**config.mk**
```make
export PLATFORM = sky130hd
export DESIGN_NAME = aes_load_interface_flat
export DESIGN_NICKNAME = d
export VERILOG_FILES = /design/src/rtl/aes_load_interface_if.sv /design/src/rtl/aes_load_interface.sv /design/src/flat_wrapper.sv
export SDC_FILE = /design/constraint.sdc
export NUM_CORES = 1
export LEC_CHECK = 0
export ABC_AREA = 1
export CAP_MARGIN = 20
export CORE_MARGIN = 2
export CORE_UTILIZATION = 40
export DETAILED_ROUTE_END_ITERATION = 10
export MAX_ROUTING_LAYER = met4
export PLACE_DENSITY = 0.71
export RECOVER_POWER = 50
export SYNTH_ARGS = -nofsm -noshare
export SYNTH_HDL_FRONTEND = slang
export SYNTH_SLANG_ARGS = --single-unit
```
**constraint.sdc**
```tcl
create_clock -name clk -period 5.28 [get_ports clk]
set_clock_uncertainty 0.15 [all_clocks]
set_input_delay 1.584 -clock clk [delete_from_list [all_inputs] [get_ports clk]]
set_output_delay 1.584 -clock clk [all_outputs]
set_load 0.03 [all_outputs]
```
**src/rtl/aes_load_interface_if.sv**
```systemverilog
// Serial load bus between a command source and aes_load_interface.
// The source drives a command/data beat with a valid qualifier; the loader
// answers with ready, and a beat moves only when valid and ready are both high.
interface aes_load_interface_if #(
  parameter int DIN_W = 8
) ();

  logic [DIN_W-1:0] din;
  logic [1:0]       cmd;
  logic             cmd_valid;
  logic             ready;

  modport master (
    output din,
    output cmd,
    output cmd_valid,
    input  ready
  );

  modport slave (
    input  din,
    input  cmd,
    input  cmd_valid,
    output ready
  );

endinterface

```
**src/rtl/aes_load_interface.sv**
```systemverilog
// Serial loader for an AES engine: assembles a 128-bit plaintext and a
// KEY_W-bit key from DIN_W-bit beats, tracks which of the two is complete,
// and issues a one-cycle start pulse to the engine once both are present.
// A beat whose command conflicts with an active load aborts that load.
module aes_load_interface #(
  parameter int DIN_W    = 8,    // beat width: 8, 16 or 32
  parameter int KEY_W    = 128,  // key width: 128, 192 or 256
  parameter int KEEP_KEY = 0     // 1: key and key_loaded survive engine_done
) (
  input  logic                clk,
  input  logic                rst_,
  aes_load_interface_if.slave bus,
  input  logic                engine_done,
  output logic                engine_start,
  output logic [127:0]        plain_out,
  output logic [KEY_W-1:0]    key_out,
  output logic                err,
  output logic [1:0]          loaded
);

  localparam int P_BEATS   = 128 / DIN_W;
  localparam int K_BEATS   = KEY_W / DIN_W;
  localparam int MAX_BEATS = (P_BEATS > K_BEATS) ? P_BEATS : K_BEATS;
  localparam int CNT_W     = $clog2(MAX_BEATS);

  // The counter holds the number of beats already taken, so a load is
  // complete when the beat arriving finds the counter one short of the total.
  localparam logic [CNT_W-1:0] P_LAST = CNT_W'(P_BEATS - 1);
  localparam logic [CNT_W-1:0] K_LAST = CNT_W'(K_BEATS - 1);
  localparam logic [CNT_W-1:0] CNT_ONE = CNT_W'(1);

  typedef enum logic [1:0] {
    IDLE   = 2'd0,
    LOAD_P = 2'd1,
    LOAD_K = 2'd2,
    RUN    = 2'd3
  } state_e;

  typedef enum logic [1:0] {
    CMD_NOP   = 2'b00,
    CMD_PLAIN = 2'b01,
    CMD_KEY   = 2'b10,
    CMD_START = 2'b11
  } cmd_e;

  state_e           state_q, state_d;
  logic [127:0]     plain_q, plain_d;
  logic [KEY_W-1:0] key_q, key_d;
  logic [CNT_W-1:0] cnt_q, cnt_d;
  logic             plain_ld_q, plain_ld_d;
  logic             key_ld_q, key_ld_d;
  logic             start_q, start_d;
  logic             err_q, err_d;
  logic             ready;
  logic             accept;
  cmd_e             cmd;

  assign cmd    = cmd_e'(bus.cmd);
  assign ready  = (state_q != RUN);
  assign accept = bus.cmd_valid && ready;

  // Register bank: FSM state, data registers, flags and the output pulses.
  // NOTE: sequential state uses non-blocking assignments so every register
  // samples the pre-edge values of its neighbours, independent of order.
  always_ff @(posedge clk or negedge rst_) begin
    if (!rst_) begin
      state_q    <= IDLE;
      plain_q    <= '0;
      key_q      <= '0;
      cnt_q      <= '0;
      plain_ld_q <= 1'b0;
      key_ld_q   <= 1'b0;
      start_q    <= 1'b0;
      err_q      <= 1'b0;
    end else begin
      state_q    <= state_d;
      plain_q    <= plain_d;
      key_q      <= key_d;
      cnt_q      <= cnt_d;
      plain_ld_q <= plain_ld_d;
      key_ld_q   <= key_ld_d;
      start_q    <= start_d;
      err_q      <= err_d;
    end
  end

  // Next-state and next-data decode for the load/run sequence.
  // NOTE: every target gets a hold (or zero-pulse) default before the case,
  // so no path leaves a variable unassigned and no latch is inferred.
  always_comb begin
    state_d    = state_q;
    plain_d    = plain_q;
    key_d      = key_q;
    cnt_d      = cnt_q;
    plain_ld_d = plain_ld_q;
    key_ld_d   = key_ld_q;
    start_d    = 1'b0;
    err_d      = 1'b0;

    unique case (state_q)
      IDLE: begin
        if (accept) begin
          unique case (cmd)
            CMD_PLAIN: begin
              // Fresh plaintext: drop the old contents, first beat in the LSBs;
              // later beats push it up so it ends in the MSBs.
              plain_d    = 128'(bus.din);
              plain_ld_d = 1'b0;
              cnt_d      = CNT_ONE;
              state_d    = LOAD_P;
            end
            CMD_KEY: begin
              key_d    = KEY_W'(bus.din);
              key_ld_d = 1'b0;
              cnt_d    = CNT_ONE;
              state_d  = LOAD_K;
            end
            CMD_START: begin
              if (plain_ld_q && key_ld_q) begin
                start_d = 1'b1;
                state_d = RUN;
              end else begin
                err_d = 1'b1;
              end
            end
            CMD_NOP: ;
            default: ;
          endcase
        end
      end

      LOAD_P: begin
        if (accept) begin
          if (cmd == CMD_PLAIN) begin
            plain_d = {plain_q[127-DIN_W:0], bus.din};
            if (cnt_q == P_LAST) begin
              cnt_d      = '0;
              plain_ld_d = 1'b1;
              state_d    = IDLE;
            end else begin
              cnt_d = cnt_q + CNT_ONE;
            end
          end else begin
            // Conflicting beat: throw away the partial plaintext and the beat.
            plain_d    = '0;
            plain_ld_d = 1'b0;
            cnt_d      = '0;
            err_d      = 1'b1;
            state_d    = IDLE;
          end
        end
      end

      LOAD_K: begin
        if (accept) begin
          if (cmd == CMD_KEY) begin
            key_d = {key_q[KEY_W-DIN_W-1:0], bus.din};
            if (cnt_q == K_LAST) begin
              cnt_d    = '0;
              key_ld_d = 1'b1;
              state_d  = IDLE;
            end else begin
              cnt_d = cnt_q + CNT_ONE;
            end
          end else begin
            key_d    = '0;
            key_ld_d = 1'b0;
            cnt_d    = '0;
            err_d    = 1'b1;
            state_d  = IDLE;
          end
        end
      end

      RUN: begin
        // Registers are frozen while the engine works; engine_done releases
        // them, including a done that coincides with the start pulse.
        if (engine_done) begin
          plain_d    = '0;
          plain_ld_d = 1'b0;
          if (KEEP_KEY == 0) begin
            key_d    = '0;
            key_ld_d = 1'b0;
          end
          state_d = IDLE;
        end
      end

      default: state_d = IDLE;
    endcase
  end

  assign bus.ready    = ready;
  assign engine_start = start_q;
  assign err          = err_q;
  assign plain_out    = plain_q;
  assign key_out      = key_q;
  assign loaded       = {key_ld_q, plain_ld_q};

endmodule

```
**src/flat_wrapper.sv**
```systemverilog
// flat-port wrapper written by rule: the top's interface ports become plain ports
module aes_load_interface_flat 
#(
  parameter int DIN_W    = 8,                              
  parameter int KEY_W    = 128,                               
  parameter int KEEP_KEY = 0                                                 
)
  (clk, rst_, engine_done, engine_start, plain_out, key_out, err, loaded, bus_din, bus_cmd, bus_cmd_valid, bus_ready);
  aes_load_interface_if #(.DIN_W(DIN_W)) bus_i ();
  input  logic clk;
  input  logic rst_;
  input  logic engine_done;
  output logic engine_start;
  output logic [127:0] plain_out;
  output logic [KEY_W-1:0] key_out;
  output logic err;
  output logic [1:0] loaded;
  input wire logic [$bits(bus_i.din)-1:0] bus_din;
  input wire logic [$bits(bus_i.cmd)-1:0] bus_cmd;
  input wire logic [$bits(bus_i.cmd_valid)-1:0] bus_cmd_valid;
  output wire logic [$bits(bus_i.ready)-1:0] bus_ready;
  assign bus_i.din = bus_din;
  assign bus_i.cmd = bus_cmd;
  assign bus_i.cmd_valid = bus_cmd_valid;
  assign bus_ready = bus_i.ready;
  aes_load_interface #(.DIN_W(DIN_W), .KEY_W(KEY_W), .KEEP_KEY(KEEP_KEY)) u_core (.clk(clk), .rst_(rst_), .bus(bus_i), .engine_done(engine_done), .engine_start(engine_start), .plain_out(plain_out), .key_out(key_out), .err(err), .loaded(loaded));
endmodule
```
==> flow_metrics.tcl, run 1 <==
set metrics [dict create \
    synth_compound_area_share_pct 11.4 \
    drtAntennaViolNets 0 \
    slew_viol_final 119 \
    critPathLaunchType "primary input" \
    synth_fa_ha_area_share_pct 1.12 \
    path_cells "dlygate4sd3_1 > ha_1 > buf_4 > nand3_1 > o21ai_1" \
    finalNonFillerCells 1855 \
    fp-row-count 61 \
    p_total_mw 5.99 \
    clk_latency_ns 0.54 \
    hp-class "flop to flop" \
    tightestPinTransition_ns 3.05 \
    start_util_pct 40.4 \
    postRouteWirelength_mm 29.1 \
    slew_headroom_pct -104 \
    cp_max_fo 96 \
    hold_violations 0 \
    fmax_mhz 239 \
    drc_errors 0 \
    wl_per_cell_um 15.7 \
    dp.cells 1804 \
    grt_first_pass_wirelength_mm 46.5 \
    violations "capacitance limit, slew limit" \
    cp.required_ns 5.59 \
    rsz0062_at_grt "no" \
    cp_slowest_cell "buf_4" \
    grt.total_usage_pct 20.2 \
    root_buffer "clkbuf_16" \
    fin_hold_ws_ns 0.336 \
    ys_seq_elements 266 \
    numPortBuffers 274 \
    diodes 0 \
    clk_pin_slew_ns 0.06 \
    hold_buffers 0 \
    path_buf_inv 2 \
    drtIter0Drc 930 \
    clock-sinks 266 \
    max-vdd-ir-drop_mv 0.311 \
    core_mm2 0.0276 \
    fp.dieW_um 171 \
    vias_per_cell 5.00 \
    io_pins 275 \
    cts_buffer_depth 3 \
    dieArea_mm2 0.0292 \
    dp_hpwl_mm 19.3 \
    yosys-mux-area-fraction_pct 0 \
    post-route-util_pct 54.0 \
    antenna_found_initial 0 \
    syn_area_mm2 0.0112 \
    cap_violations 1 \
    grt.overflow.total 0 \
    period_needed_ns 4.18 \
    ys_seq_area_share_pct 59.7 \
    slowest_delay_ns 0.89 \
    grt_pass1_vias 8517 \
    area_growth_pct 33.9 \
    status "complete, but fails checks" \
    via_count 9283 \
    cp_top_family "buffers and inverters" \
    syn-instance-count 1236 \
    cts_setup_buffers 0 \
    yosys_warnings 0 \
    htreeDepth 1 \
    cts_tree "yes" \
    final.period_utilization_pct 79.2 \
    nets 1482 \
    yosys.area_share.simple_pct 22.3 \
    die_height_um 171 \
    yosysUniqueCellTypes 27 \
    end_kind "flop" \
    power.density_mw_per_mm2 401 \
    dr.pass1.iters 5 \
    synth_nets 1260 \
    routabilityCongestion 0.825 \
    setup_viol_count_final 0 \
    post_cts_resized 0 \
    arrival_ns 4.49 \
    leakage_nw 6.48 \
    drive_gt1_share_pct 5.01 \
    syn_area_per_cell_um2 9.02 \
    criticalPathCategory "primary input to flop" \
    setup_tns_ns 0 \
    cts_buffers 29 \
    synth_top_family_by_area "simple AND/OR/NAND/NOR gates" \
    grt_start_max_net_pins 150 \
    synth_xor_area_share_pct 0.0785 \
]
registers in the layout, indices dropped and copies added, names as in the netlist:
register	flops
u_core.err	1
u_core.key_out	128
u_core.state_q	2
u_core.engine_start	1
u_core.key_ld_q	1
u_core.cnt_q	4
u_core.plain_out	128
u_core.plain_ld_q	1
area by class of cell:
cell class	instances	area (um2)
clock buffers	42	855
repair buffers	288	2940
inverters	17	65.1
fillers	2509	12700
flip-flops and latches	266	6660
multi-input cells	856	3900
clock inverters	8	46.3
well taps	378	473
where the power goes:
group	switching (mW)	internal, mW
registers	0.0863	2.13
clock network	0.786	1.11
logic	1.40	0.472
logic make-up (layout without fill, tap and decap cells):
group,count (synthesis),count (layout)
and+or+nand+nor,593,593
xor gates and xnor gates,1,1
DFF,266,266
buffers and inverters,114,355
adders and majority gates,10,10
AOI/OAI and AO/OA,252,252
path summary, 6_finish.rpt:
path	start	to	slack [ns]	depth (start not counted)
min in group asynchronous	rst_	u_core.key_out[27]$_DFFE_PN0P_	1.85	1
worst max-delay path	bus_cmd[0]	u_core.plain_out[118]$_DFFE_PN0P_	1.10	5
worst max register to register	u_core.state_q[1]$_DFFE_PN0P_	u_core.key_out[85]$_DFFE_PN0P_	2.62	9
worst min-delay path	u_core.plain_out[120]$_DFFE_PN0P_	u_core.plain_out[120]$_DFFE_PN0P_	0.34	2
worst min register to register	u_core.plain_out[120]$_DFFE_PN0P_	u_core.plain_out[120]$_DFFE_PN0P_	0.34	2
max in group asynchronous	rst_	u_core.key_out[114]$_DFFE_PN0P_	1.28	2
worst min-delay path: stages, from the launching register on:
cell     delay, ns
dfrtp_1       0.34
nand2_1       0.05
o21ai_1       0.06
synthesized netlist by cell type (all sizes together):
| master | n | area [um2] |
|---|---|---|
| nand2 | 424 | 1610 |
| dfrtp | 266 | 6660 |
| o21ai | 248 | 1240 |
| nand3 | 138 | 691 |
| buf | 65 | 423 |
| clkbuf | 32 | 120 |
| inv | 16 | 60.1 |
| nor2 | 12 | 47.6 |
| ha | 10 | 125 |
| nand3b | 9 | 67.6 |
| nand4 | 5 | 46.3 |
| a21oi | 3 | 15.0 |
| or2 | 3 | 18.8 |
| and3 | 1 | 6.26 |
| clkinv | 1 | 3.75 |
| nor3 | 1 | 5.00 |
| o21a | 1 | 7.51 |
| xor2 | 1 | 8.76 |
metrics by stage:
| stage | setup WS, ns | area (um2) |
|---|---|---|
| after floorplan | 2.40 | 11200 |
| after global placement | 0.819 | 14000 |
| after detailed placement | 0.758 | 14000 |
| after CTS | 1.33 | 14900 |
| after global routing | 0.762 | 14900 |
| final | 1.10 | 14900 |
routing by layer:
metal / share of wire (%) / global-route usage [%]
met2: 48 / 31.5
met5: 0 / -
met1: 46 / 28.0
met4: 2.0 / 5.16
met3: 4.6 / 2.80
layout by cell type (no fill, tap or decap), types with 8 or more instances in the layout:
cell type,Yosys,layout
dfrtp_1,266,266
o21ai_0,96,97
clkdlybuf4s50_1,0,175
nand2_1,420,420
inv_1,13,12
clkbuf_8,0,8
nand3_1,138,138
nand3b_1,9,9
clkbuf_16,0,29
o21ai_1,151,150
ha_1,10,9
nor2_1,11,11
dlygate4sd3_1,0,98
No activity file was read; power rests on OpenSTA's default activity.
==> inputs of run 2 (changes only) <==
--- a/config.mk
+++ b/config.mk
@@ -11,7 +11,7 @@
 export CORE_UTILIZATION = 40
 export DETAILED_ROUTE_END_ITERATION = 10
 export MAX_ROUTING_LAYER = met4
-export PLACE_DENSITY = 0.71
+export PLACE_DENSITY = 0.74
 export RECOVER_POWER = 50
 export SYNTH_ARGS = -nofsm -noshare
 export SYNTH_HDL_FRONTEND = slang
==> constraint.sdc (replaced) <==
create_clock -name clk -period 3.6 [get_ports clk]
set_clock_uncertainty 0.15 [all_clocks]
set_input_delay 1.08 -clock clk [delete_from_list [all_inputs] [get_ports clk]]
set_output_delay 1.08 -clock clk [all_outputs]
set_load 0.03 [all_outputs]
==> flow_metrics.tcl, run 2 (synthesis results as in run 1) <==
set metrics [dict create \
    grt.total_usage_pct 20.1 \
    path_cells "ha_1 > inv_2 > clkdlybuf4s50_1" \
    io_pins 275 \
    dieArea_mm2 0.0292 \
    clock-sinks 266 \
    post_cts_resized 0 \
    nets 1486 \
    power.density_mw_per_mm2 593 \
    vias_per_cell 4.98 \
    grt_start_max_net_pins 121 \
    die_height_um 171 \
    drc_errors 0 \
    start_util_pct 40.4 \
    fmax_mhz 301 \
    fp-row-count 61 \
    cts_buffer_depth 3 \
    final.period_utilization_pct 92.3 \
    dp_hpwl_mm 19.5 \
    cp.required_ns 2.37 \
    grt.overflow.total 0 \
    p_total_mw 8.91 \
    drive_gt1_share_pct 4.93 \
    arrival_ns 2.09 \
    fp.dieW_um 171 \
    setup_viol_count_final 0 \
    grt_pass1_vias 8650 \
    via_count 9255 \
    tightestPinTransition_ns 1.74 \
    dr.pass1.iters 5 \
    critPathLaunchType "flop" \
    period_needed_ns 3.32 \
    clk_pin_slew_ns 0.06 \
    diodes 0 \
    drtIter0Drc 832 \
    cts_buffers 28 \
    max-vdd-ir-drop_mv 0.716 \
    hp-class "flop to flop" \
    cp_top_family "buffers and inverters" \
    numPortBuffers 274 \
    rsz0062_at_grt "no" \
    setup_tns_ns 0 \
    antenna_found_initial 0 \
    grt_first_pass_wirelength_mm 46.3 \
    slew_viol_final 66 \
    cap_violations 1 \
    layout_commonest_cell "nand2_1" \
    final_cell_mix "420 x nand2_1, 272 x clkdlybuf4s50_1, 266 x dfrtp_1, 171 x o21ai_0, 138 x nand3_1" \
    routabilityCongestion 0.820 \
    cts_setup_buffers 0 \
    post-route-util_pct 54.4 \
    criticalPathCategory "flop to output pin" \
    end_kind "output pin" \
    area_growth_pct 34.8 \
    clk_latency_ns 0.53 \
    drtAntennaViolNets 0 \
    violations "capacitance limit, slew limit" \
    core_mm2 0.0276 \
    hold_buffers 0 \
    leakage_nw 6.20 \
    slew_headroom_pct -15.9 \
    wl_per_cell_um 15.8 \
    status "complete, but fails checks" \
    cp_slowest_cell "clkdlybuf4s50_1" \
    slowest_delay_ns 0.69 \
    path_buf_inv 2 \
    postRouteWirelength_mm 29.3 \
    htreeDepth 1 \
    cp_max_fo 5 \
    cts_tree "yes" \
    root_buffer "clkbuf_16" \
    hold_violations 0 \
]
## run 2: path summary, 6_finish.rpt
check | endpoint | startpoint | cells after the start | slack, ns
min reg2reg | u_core.plain_out[127]$_DFFE_PN0P_ | u_core.plain_out[127]$_DFFE_PN0P_ | 2 | 0.33
min | u_core.plain_out[127]$_DFFE_PN0P_ | u_core.plain_out[127]$_DFFE_PN0P_ | 2 | 0.33
min in group asynchronous | u_core.key_out[19]$_DFFE_PN0P_ | rst_ | 1 | 0.84
max | bus_ready | u_core.state_q[0]$_DFFE_PN0P_ | 3 | 0.28
max in group asynchronous | u_core.key_out[30]$_DFFE_PN0P_ | rst_ | 2 | 0.67
max reg2reg | u_core.key_out[10]$_DFFE_PN0P_ | u_core.state_q[0]$_DFFE_PN0P_ | 8 | 1.02
## run 2: cell type report
class	instances	area, um2
Clock buffer	42	835
Clock inverter	7	114
Fill cell	2510	12600
Inverter	17	65.1
Multi-Input combinational cell	856	3900
Sequential cell	266	6660
Tap cell	378	473
Timing Repair Buffer	293	2990
## run 2: power by group
part | total (mW) | switching [mW] | internal, mW
sequential | 3.26 | 0.128 | 3.13
combinational | 2.68 | 2.00 | 0.679
clock | 2.97 | 1.17 | 1.80
total | 8.91 | 3.30 | 5.61
## run 2: worst register-to-register path: cells and delay by family (launching register included)
family | cells | cell delay [ns]
AND/OR/NAND/NOR | 3 | 0.76
buffers and inverters | 3 | 0.60
flip-flops | 1 | 0.46
adder cells (fa/ha/maj) | 1 | 0.35
AO/OA/AOI/OAI | 1 | 0.13
## run 2: routing by layer
layer	track usage [%]	part of all wire (%)
met5	-	0
met1	26.9	45
met2	31.5	47
met4	6.82	3.3
met3	3.19	4.7
## run 2: through the flow
stage               area, um2  hold WS, ns  setup WS, ns  cells
finish                  15000        0.333         0.278   1859
global route            15000        0.360         0.195   1859
CTS                     15100        0.345         0.253   1859
detailed placement      14200        0.330         0.311   1810
global placement        14200        0.320         0.382   1810
floorplan               11200        0.329          1.23   1236
==> inputs of run 3 (changes only) <==
--- a/config.mk
+++ b/config.mk
@@ -13,6 +13,7 @@
 export MAX_ROUTING_LAYER = met4
 export PLACE_DENSITY = 0.74
 export RECOVER_POWER = 50
+export SLEW_MARGIN = 5
 export SYNTH_ARGS = -nofsm -noshare
 export SYNTH_HDL_FRONTEND = slang
 export SYNTH_SLANG_ARGS = --single-unit
==> results of run 3 <==
The final DEF is identical to that of run 2; final timing and power are the same.
